`src/rtl/pc_branch_unit_pkg.sv`:
```
// Shared KGP-miniRISC definitions: branch opcodes, PC sequencer states and the PC step.
package miniRISC_pkg;

  typedef enum logic [3:0] {
    BR_NONE = 4'd0,
    BR_B    = 4'd1,
    BR_BR   = 4'd2,
    BR_BLTZ = 4'd3,
    BR_BZ   = 4'd4,
    BR_BNZ  = 4'd5,
    BR_BL   = 4'd6,
    BR_BCY  = 4'd7,
    BR_BNCY = 4'd8
  } br_op_t;

  typedef enum logic [1:0] {
    FETCH = 2'd0,
    EXEC  = 2'd1,
    HALT  = 2'd2
  } pc_state_t;

  localparam int PC_INCR = 4;

endpackage

```
`src/rtl/pc_branch_unit_if.sv`:
```
// Bundle between the ALU/decoder side (master) and the PC/branch unit (slave).
interface pc_branch_unit_if
  import miniRISC_pkg::*;
#(
  parameter int PC_WIDTH = 32
);
  // instr_valid is a one-cycle strobe with no ready: every master output must be
  // valid during the cycle instr_valid is high, and is sampled at its closing edge.
  logic [PC_WIDTH-1:0] alu_result;
  logic                alu_carry;
  logic                alu_sign;
  logic                alu_zero;
  logic [3:0]          branch_op;
  logic [PC_WIDTH-1:0] branch_offset;
  logic                carry_we;
  logic                halt_req;
  logic [PC_WIDTH-1:0] pc;
  logic                instr_valid;
  logic                link_we;
  logic [PC_WIDTH-1:0] link_value;
  logic                carry_flag;
  logic                halted;
  pc_state_t           state_dbg;

  modport master (
    output alu_result, alu_carry, alu_sign, alu_zero, branch_op, branch_offset,
           carry_we, halt_req,
    input  pc, instr_valid, link_we, link_value, carry_flag, halted, state_dbg
  );

  modport slave (
    input  alu_result, alu_carry, alu_sign, alu_zero, branch_op, branch_offset,
           carry_we, halt_req,
    output pc, instr_valid, link_we, link_value, carry_flag, halted, state_dbg
  );
endinterface

```
`src/rtl/pc_branch_unit_branch_resolve.sv`:
```
// Combinational next-PC selection for every branch kind; all adds wrap modulo 2^PC_WIDTH.
module branch_resolve
  import miniRISC_pkg::*;
#(
  parameter int PC_WIDTH = 32
) (
  input  logic [3:0]          branch_op,
  input  logic                alu_sign,
  input  logic                alu_zero,
  input  logic                carry_flag,
  input  logic [PC_WIDTH-1:0] pc,
  input  logic [PC_WIDTH-1:0] branch_offset,
  input  logic [PC_WIDTH-1:0] alu_result,
  output logic [PC_WIDTH-1:0] next_pc
);
  logic [PC_WIDTH-1:0] seq;
  logic [PC_WIDTH-1:0] tgt;

  assign seq = pc + PC_WIDTH'(PC_INCR);
  assign tgt = seq + branch_offset;

  always_comb begin
    next_pc = seq;
    case (branch_op)
      BR_NONE: next_pc = seq;
      BR_B:    next_pc = tgt;
      BR_BR:   next_pc = alu_result;
      BR_BLTZ: next_pc = alu_sign ? tgt : seq;
      BR_BZ:   next_pc = alu_zero ? tgt : seq;
      BR_BNZ:  next_pc = alu_zero ? seq : tgt;
      BR_BL:   next_pc = tgt;
      // carry branches see the registered flag, not this cycle's ALU carry
      BR_BCY:  next_pc = carry_flag ? tgt : seq;
      BR_BNCY: next_pc = carry_flag ? seq : tgt;
      default: next_pc = seq;
    endcase
  end
endmodule

```
`src/rtl/pc_branch_unit.sv`:
```
// PC sequencer: FETCH waits IMEM_LATENCY cycles, EXEC commits one instruction's
// branch and carry update, HALT holds everything until reset.
module pc_branch_unit
  import miniRISC_pkg::*;
#(
  parameter int                  PC_WIDTH     = 32,
  parameter logic [PC_WIDTH-1:0] RESET_PC     = '0,
  parameter int                  IMEM_LATENCY = 1
) (
  input logic           clk,
  input logic           rst,
  pc_branch_unit_if.slave bus
);
  pc_state_t           state, state_nxt;
  logic [3:0]          cnt, cnt_nxt;
  logic [PC_WIDTH-1:0] pc_q, pc_nxt;
  logic                carry_q, carry_nxt;
  logic [PC_WIDTH-1:0] resolved_pc;

  branch_resolve #(.PC_WIDTH(PC_WIDTH)) u_resolve (
    .branch_op     (bus.branch_op),
    .alu_sign      (bus.alu_sign),
    .alu_zero      (bus.alu_zero),
    .carry_flag    (carry_q),
    .pc            (pc_q),
    .branch_offset (bus.branch_offset),
    .alu_result    (bus.alu_result),
    .next_pc       (resolved_pc)
  );

  always_ff @(posedge clk) begin
    if (rst) begin
      state   <= FETCH;
      cnt     <= '0;
      pc_q    <= RESET_PC;
      carry_q <= 1'b0;
    end else begin
      state   <= state_nxt;
      cnt     <= cnt_nxt;
      pc_q    <= pc_nxt;
      carry_q <= carry_nxt;
    end
  end

  always_comb begin
    state_nxt = state;
    cnt_nxt   = cnt;
    pc_nxt    = pc_q;
    carry_nxt = carry_q;
    case (state)
      FETCH: begin
        if (cnt == 4'(IMEM_LATENCY - 1)) begin
          state_nxt = EXEC;
          cnt_nxt   = '0;
        end else begin
          cnt_nxt = cnt + 4'd1;
        end
      end
      EXEC: begin
        // halt wins outright: neither the branch nor the carry write lands
        if (bus.halt_req) begin
          state_nxt = HALT;
        end else begin
          state_nxt = FETCH;
          pc_nxt    = resolved_pc;
          if (bus.carry_we) carry_nxt = bus.alu_carry;
        end
      end
      HALT:    state_nxt = HALT;
      default: state_nxt = FETCH;
    endcase
  end

  assign bus.pc          = pc_q;
  assign bus.carry_flag  = carry_q;
  assign bus.instr_valid = (state == EXEC);
  assign bus.halted      = (state == HALT);
  assign bus.link_we     = (state == EXEC) && (bus.branch_op == BR_BL) && !bus.halt_req;
  assign bus.link_value  = pc_q + PC_WIDTH'(PC_INCR);
  assign bus.state_dbg   = state;
endmodule

```
`src/flat_wrapper.sv`:
```
// flat-port wrapper written by rule: the top's interface ports become plain ports
module pc_branch_unit_flat import miniRISC_pkg::*;
#(
  parameter int                  PC_WIDTH     = 32,
  parameter logic [PC_WIDTH-1:0] RESET_PC     = '0,
  parameter int                  IMEM_LATENCY = 1
)
  (clk, rst, bus_alu_result, bus_alu_carry, bus_alu_sign, bus_alu_zero, bus_branch_op, bus_branch_offset, bus_carry_we, bus_halt_req, bus_pc, bus_instr_valid, bus_link_we, bus_link_value, bus_carry_flag, bus_halted, bus_state_dbg);
  pc_branch_unit_if #(.PC_WIDTH(PC_WIDTH)) bus_i ();
  input logic clk;
  input logic rst;
  input wire logic [$bits(bus_i.alu_result)-1:0] bus_alu_result;
  input wire logic [$bits(bus_i.alu_carry)-1:0] bus_alu_carry;
  input wire logic [$bits(bus_i.alu_sign)-1:0] bus_alu_sign;
  input wire logic [$bits(bus_i.alu_zero)-1:0] bus_alu_zero;
  input wire logic [$bits(bus_i.branch_op)-1:0] bus_branch_op;
  input wire logic [$bits(bus_i.branch_offset)-1:0] bus_branch_offset;
  input wire logic [$bits(bus_i.carry_we)-1:0] bus_carry_we;
  input wire logic [$bits(bus_i.halt_req)-1:0] bus_halt_req;
  output wire logic [$bits(bus_i.pc)-1:0] bus_pc;
  output wire logic [$bits(bus_i.instr_valid)-1:0] bus_instr_valid;
  output wire logic [$bits(bus_i.link_we)-1:0] bus_link_we;
  output wire logic [$bits(bus_i.link_value)-1:0] bus_link_value;
  output wire logic [$bits(bus_i.carry_flag)-1:0] bus_carry_flag;
  output wire logic [$bits(bus_i.halted)-1:0] bus_halted;
  output wire logic [$bits(bus_i.state_dbg)-1:0] bus_state_dbg;
  assign bus_i.alu_result = bus_alu_result;
  assign bus_i.alu_carry = bus_alu_carry;
  assign bus_i.alu_sign = bus_alu_sign;
  assign bus_i.alu_zero = bus_alu_zero;
  assign bus_i.branch_op = bus_branch_op;
  assign bus_i.branch_offset = bus_branch_offset;
  assign bus_i.carry_we = bus_carry_we;
  assign bus_i.halt_req = bus_halt_req;
  assign bus_pc = bus_i.pc;
  assign bus_instr_valid = bus_i.instr_valid;
  assign bus_link_we = bus_i.link_we;
  assign bus_link_value = bus_i.link_value;
  assign bus_carry_flag = bus_i.carry_flag;
  assign bus_halted = bus_i.halted;
  assign bus_state_dbg = bus_i.state_dbg;
  pc_branch_unit #(.PC_WIDTH(PC_WIDTH), .RESET_PC(RESET_PC), .IMEM_LATENCY(IMEM_LATENCY)) u_core (.clk(clk), .rst(rst), .bus(bus_i));
endmodule
```
`config.mk`:
```
export PLATFORM = sky130hd
export DESIGN_NAME = pc_branch_unit_flat
export DESIGN_NICKNAME = d
export VERILOG_FILES = /design/src/rtl/pc_branch_unit_pkg.sv /design/src/rtl/pc_branch_unit_if.sv /design/src/rtl/pc_branch_unit_branch_resolve.sv /design/src/rtl/pc_branch_unit.sv /design/src/flat_wrapper.sv
export SDC_FILE = /design/constraint.sdc
export NUM_CORES = 1
export LEC_CHECK = 0
export ABC_AREA = 1
export BUFFER_PORTS_ARGS = -buffer_cell sky130_fd_sc_hd__buf_2
export CAP_MARGIN = 10
export CORE_MARGIN = 4
export CORE_UTILIZATION = 50
export CTS_CLUSTER_SIZE = 14
export DETAILED_ROUTE_END_ITERATION = 6
export GPL_ROUTABILITY_DRIVEN = 1
export GPL_TIMING_DRIVEN = 0
export HOLD_SLACK_MARGIN = 0.1
export PLACE_DENSITY = 0.79
export SETUP_SLACK_MARGIN = 0.02
export SLEW_MARGIN = 0
export SYNTH_ARGS = -nofsm -noshare
export SYNTH_HDL_FRONTEND = slang
export SYNTH_SLANG_ARGS = --single-unit
export TNS_END_PERCENT = 5
```
`constraint.sdc`:
```
create_clock -name clk -period 2.9 [get_ports clk]
set_clock_uncertainty 0.1 [all_clocks]
set_input_delay 0.145 -clock clk [delete_from_list [all_inputs] [get_ports clk]]
set_output_delay 0.145 -clock clk [all_outputs]
set_load 0.01 [all_outputs]
```
Word level (Yosys, flattened, before mapping)
Index checks and enable logic that the tools add are counted.
{"block": "classes", "addsub": 3, "n_mul": 0, "div_mod_pow": 0, "magnitude_cmp": 0, "n_eq_ne": 11, "n_shift": 0, "n_mux": 10, "n_bitwise": 1, "n_reduce_logical": 8}
{"operator": "$pmux 32 s7", "n": 1}
{"operator": "$mux 32", "n": 5}
{"operator": "$add 32x3->32 const B", "n": 1}
{"operator": "$add 32x32->32", "n": 1}
{"operator": "$eq 4x3->1 const B", "n": 4}
{"operator": "$eq 4x2->1 const B", "n": 2}
{"operator": "$pmux 2 s3", "n": 1}
{"operator": "$add 4x1->4 const B", "n": 1}
{"operator": "$eq 4x1->1 const B", "n": 1}
{"operator": "$eq 4x4->1 const B", "n": 1}
{"operator": "$logic_not 4->1", "n": 1}
{"operator": "$mux 2", "n": 2}
{"operator": "$mux 4", "n": 1}
{"operator": "$reduce_and 3->1", "n": 1}
{"operator": "$eq 2x1->1 const B", "n": 1}
{"operator": "$eq 2x2->1 const B", "n": 1}
{"operator": "$logic_and 1x1->1", "n": 2}
{"operator": "$logic_not 2->1", "n": 1}
{"operator": "$ne 2x1->1 const B", "n": 1}
{"operator": "$reduce_and 2->1", "n": 1}
{"operator": "$reduce_or 2->1", "n": 1}
{"operator": "$logic_not 1->1", "n": 1}
{"operator": "$not 1->1", "n": 1}
{"block": "totals", "regBits": 39, "latch_bits": 0, "mem_bits_rw": 0, "romBits": 0, "input_bits": 75, "out_inout_bits": 70, "wordCells": 37, "memories": 0}

Longest topological paths before layout
{"block": "logic_depth", "word_depth": 4, "ltp_mapped": 24, "mapped_depth_nobuf": 24}

Cells and area by module
Synthesis repeated with hierarchy kept, for this count alone.
{"block": "unflattened", "cells_unflattened": 1203, "area_unflattened_um2": 6378.6}
{"mod": "branch_resolve", "n_inst": 1, "cells_each": 838, "area_per_inst_um2": 4051.4}
{"mod": "pc_branch_unit", "n_inst": 1, "cells_each": 365, "area_per_inst_um2": 2327.2}

Worst setup path after synthesis
Ideal clock, no wire load.
{"block": "synth_path", "kind": "register to register", "from": "register u_core.pc_q[2] (netlist: u_core.bus.pc[2])", "to": "register u_core.pc_q[29] (netlist: u_core.bus.pc[29])", "t_arrival_ns": 2.852, "required_time_ns": 2.691, "slack_ns": -0.161, "path_stages_with_launch": 20, "n_path_buf": 0, "cell_sequence": "dfxtp_1 > ha_1 > nand3_2 > nor2_1 > inv_1 > nor2_2 > nand3_1 > xor2_1 > ha_1 > nand2_1 > nand2_1 > o21bai_1 > a21oi_1 > nor2_1 > nor2_1 > nand3_1 > nand3_1 > nand3_1 > nand2_1 > inv_1"}
{"block": "synth_via", "elab_chain_cells": 4}
{"element": "start, declared", "line_no": "pc_branch_unit.sv:16", "rtl": "logic [PC_WIDTH-1:0] pc_q, pc_nxt;"}
{"element": "start signal, assigned", "line_no": "pc_branch_unit.sv:40", "rtl": "pc_q <= pc_nxt;"}
{"element": "$add 32x3->32 *"}
{"element": "net bus_link_value[16]", "line_no": "flat_wrapper.sv:23", "rtl": "output wire logic [$bits(bus_i.link_value)-1:0] bus_link_value;"}
{"element": "$add 32x32->32 *", "line_no": "pc_branch_unit_branch_resolve.sv:20", "rtl": "assign tgt = seq + branch_offset;"}
{"element": "$mux 32 (on tied branches)"}
{"element": "$pmux 32 s7 *", "line_no": "pc_branch_unit_branch_resolve.sv:24", "rtl": "case (branch_op)"}
The timed path passes the listed nets; every way through them passes the cells marked *.
A chain may end at the register's enable or synchronous reset.

Worst setup path in the final report
{"block": "layout_path", "from": "register u_core.pc_q[4] (netlist: u_core.bus.pc[4])", "to": "register u_core.pc_q[27] (netlist: u_core.bus.pc[27])"}
{"block": "layout_via", "elab_chain_cells": 4}
{"element": "$add 32x3->32 *", "line_no": "pc_branch_unit_branch_resolve.sv:19", "rtl": "assign seq = pc + PC_WIDTH'(PC_INCR);"}
{"element": "$add 32x32->32", "line_no": "pc_branch_unit_branch_resolve.sv:20"}
{"element": "$mux 32 (on tied branches)"}
{"element": "$pmux 32 s7 *", "line_no": "pc_branch_unit_branch_resolve.sv:24"}
Mark *: on every way between the ends. The rest lies on a longest branch, timed or not.

==> flow_summary.ini <==
[status]
status = finished, violations left
violations = negative setup slack

[logic_synthesis]
async_reset_ff_frac = 0
synth_edf_count = 0
synth_top_area_frac = 0.211
synth_cell_types = 42
synth_area_um2 = 5500
synth_top_area_cell = nand2_1
seq_area_frac_synth = 0.142
synth_nets = 1095
synthTopCellsByArea = nand2_1 (21%), dfxtp_1 (14%), inv_1 (10%)
ys_warn_count = 0
ys_ff_latch = 39
synthFlopType = dfxtp_1
synth_area_per_cell_um2 = 5.62
syn_inst = 979

[critical_path]
reg2reg_slack_ns = -0.18
crit_path_top_delay_cell = dfxtp_4
critPathMaxStageDelay_ns = 0.42
endpoint_kind = flop
worst-path-stages = 18
crit-reg2reg-capture = u_core.bus.pc[27]$_SDFFE_PP0P_
critPathRequiredTime_ns = 3.01
regToRegStartpoint = u_core.bus.pc[4]$_SDFFE_PP0P_
crit_type = reg -> reg
path_cells = nand3_4, inv_1, nand2_1, nor2_2, xor2_2, ha_4, nand2_4, inv_1, nand2_1, nand2_1, a21oi_2, inv_1, a21oi_1, nand3b_1, nand3_1, nand3b_1, nand2_1, inv_1
critical_path_buf_inv_count = 4
critical_path_peak_fanout = 7
path_delay_family = simple AND/OR/NAND/NOR gates
worstSetupStartpointType = flop
rr_worst_depth = 18
crit_arrival_ns = 3.19

[clock_tree]
clk_pin_slew_ns = 0.10
cts_tree = done
htreeDepth = 2
clockRootBuffer = clkbuf_8
cts_buffer_depth = 2
cts_sinks = 39
cts_buffers = 5
clock_latency_ns = 0.31

[floorplanning]
rows = 38
dieArea_um2 = 12800
initial_core_util = 0.510
die_x_um = 113
io_pins = 145
die_h_um = 113
core-area_um2 = 10800

[drt]
routed.top_layer = met4
vias = 7406
viasPerCell = 5.59
dr.pass1.iters = 5
drc_errors = 0
met2WireLength_um = 10800
drt.antenna.violating_nets = 0
wl_per_cell_um = 17.5
routed_wl_um = 23100
wl_met3_um = 2100
route.layer.met1.wl_um = 9280
drtIter0Drc = 785

[sta]
setup_viol = 11
drv_slew = 0
fin_crit_sh = 1.06
max_slew.worst_pin.slew_ns = 0.633
hold_viol_final = 0
timing.final.ws_setup_ns = -0.175
post-route-min-period_ns = 3.08
rsz0062_at_grt = true
relSlewSlack = 0.578
max_freq_mhz = 325
hold_slack_ns = 0.102

[cells_and_area]
seqCellArea_um2 = 852
diodes = 0
fill_cells = 905
layout-drive-gt1-share = 0.360
multi_input_area_um2 = 4970
design_area_um2 = 8020
area_growth_pct = 45.6
nets = 1299
instances_no_fill = 1324

[global_routing]
track_usage = 0.338
grt_pass1_wl_um = 34200
antenna_found_initial = 0
grt-ovfl-total = 0
grt_pass1_vias = 6915
grt_max_degree = 14

[worst_hold_path]
hold_end = u_core.bus.state_dbg[0]$_SDFFE_PP0P_
min_path_cells = 2
hp-start = rst
hold_path.class = in -> reg

[power_and_ir_drop]
ir_worst_vdd_uv = 451
leakagePower_nw = 4.13
power.density_nw_per_um2 = 498

[place]
post-dp-hpwl_um = 17100
place_ws_ns = -0.667
gp_congestion = 1.01
dpl_cell_area_um2 = 6430
port_buffers = 143
placedCellCount = 1262

[job]
maxCapViolations = 0
synthesized netlist by cell type, types with 9 or more instances:
| cell | n |
|---|---|
| buf_2 | 9 |
| nand3_1 | 69 |
| nand4_1 | 11 |
| nor3_1 | 18 |
| o21ai_0 | 35 |
| ha_1 | 40 |
| nor2_1 | 81 |
| dfxtp_1 | 39 |
| xor2_1 | 18 |
| nand3b_1 | 12 |
| a31oi_1 | 9 |
| inv_1 | 149 |
| nand2_1 | 310 |
| a21oi_1 | 87 |
how the worst max path moves through the flow:
stage / end / startpoint / slack [ns]
floorplan: u_core.bus.pc[27]$_SDFFE_PP0P_ / u_core.bus.pc[2]$_SDFFE_PP0P_ / 0.03
CTS: u_core.bus.pc[27]$_SDFFE_PP0P_ / u_core.bus.pc[4]$_SDFFE_PP0P_ / -0.06
detailed placement: u_core.bus.pc[15]$_SDFFE_PP0P_ / u_core.bus.pc[8]$_SDFFE_PP0P_ / -0.67
finish: u_core.bus.pc[27]$_SDFFE_PP0P_ / u_core.bus.pc[4]$_SDFFE_PP0P_ / -0.18
global route: u_core.bus.pc[29]$_SDFFE_PP0P_ / u_core.bus.pc[4]$_SDFFE_PP0P_ / -0.29
global placement: u_core.bus.pc[15]$_SDFFE_PP0P_ / u_core.bus.pc[8]$_SDFFE_PP0P_ / -0.66
metal layers:
layer,vias to the layer above,GRT usage
met1,3413,0.419
met3,72,0.0717
li1,3546,-
met5,-,0.00392
met4,0,0.137
met2,375,0.570
through the flow:
stage	power, mW	utilization	setup TNS (ns)
2_1_floorplan	2.14	-	0
3_3_place_gp	2.82	0.596	-8.48
3_5_place_dp	2.83	0.596	-8.32
4_1_cts	3.67	0.694	-0.287
5_1_grt	4.23	0.743	-3.52
6_report	3.99	0.743	-1.06
final cells by class:
type | instances | share of cell area
tap | 140 | 0.0219
clock inverter | 3 | 0.00546
timing repair buffer | 197 | 0.150
inverter | 157 | 0.0735
sequential | 39 | 0.106
clock buffer | 5 | 0.00858
buffer | 20 | 0.0145
multi-input combinational | 763 | 0.620
kinds of logic after synthesis:
| group | Yosys count | synth area share |
|---|---|---|
| simple gates | 539 | 0.438 |
| buf+inv | 177 | 0.128 |
| compound gates | 162 | 0.164 |
| fa+ha+maj | 41 | 0.0946 |
| flops | 39 | 0.142 |
| xor+xnor | 21 | 0.0334 |
what timing repair did:
| action | in CTS | in global routing |
|---|---|---|
| gates resized for setup | 135 | 106 |
| endpoints found under the setup margin | 22 | 23 |
| hold buffers | 18 | 0 |
| buffers inserted | 23 | 13 |
| endpoints found under the hold margin | 17 | 0 |
| gates cloned | 0 | 0 |
| pin swaps | 32 | 36 |
state kept, by name, indices dropped and copies added, names as in the netlist:
name and cells:
u_core.bus.carry_flag 1, u_core.bus.pc 32, u_core.bus.state_dbg 2, u_core.cnt 4
placed cells by master, fill, tap and decap left out, types with 15 or more instances in the layout:
| master | n |
|---|---|
| dfxtp_1 | 16 |
| dfxtp_4 | 17 |
| inv_2 | 19 |
| buf_4 | 36 |
| nor2_2 | 15 |
| a21oi_2 | 20 |
| inv_1 | 138 |
| nand3_1 | 55 |
| nor2_1 | 54 |
| ha_4 | 16 |
| o21ai_0 | 27 |
| buf_2 | 152 |
| nand2_1 | 275 |
| ha_1 | 22 |
| dlygate4sd3_1 | 18 |
| a21oi_1 | 67 |
| nor2_4 | 24 |
| nand2_2 | 34 |
report_power, final:
group          total (mW)  switching (mW)  internal [mW]
Clock               0.485           0.229          0.257
Combinational        2.64            1.64           1.01
Sequential          0.861           0.189          0.671
Total                3.99            2.05           1.93
(Power assumes the default switching activity.)
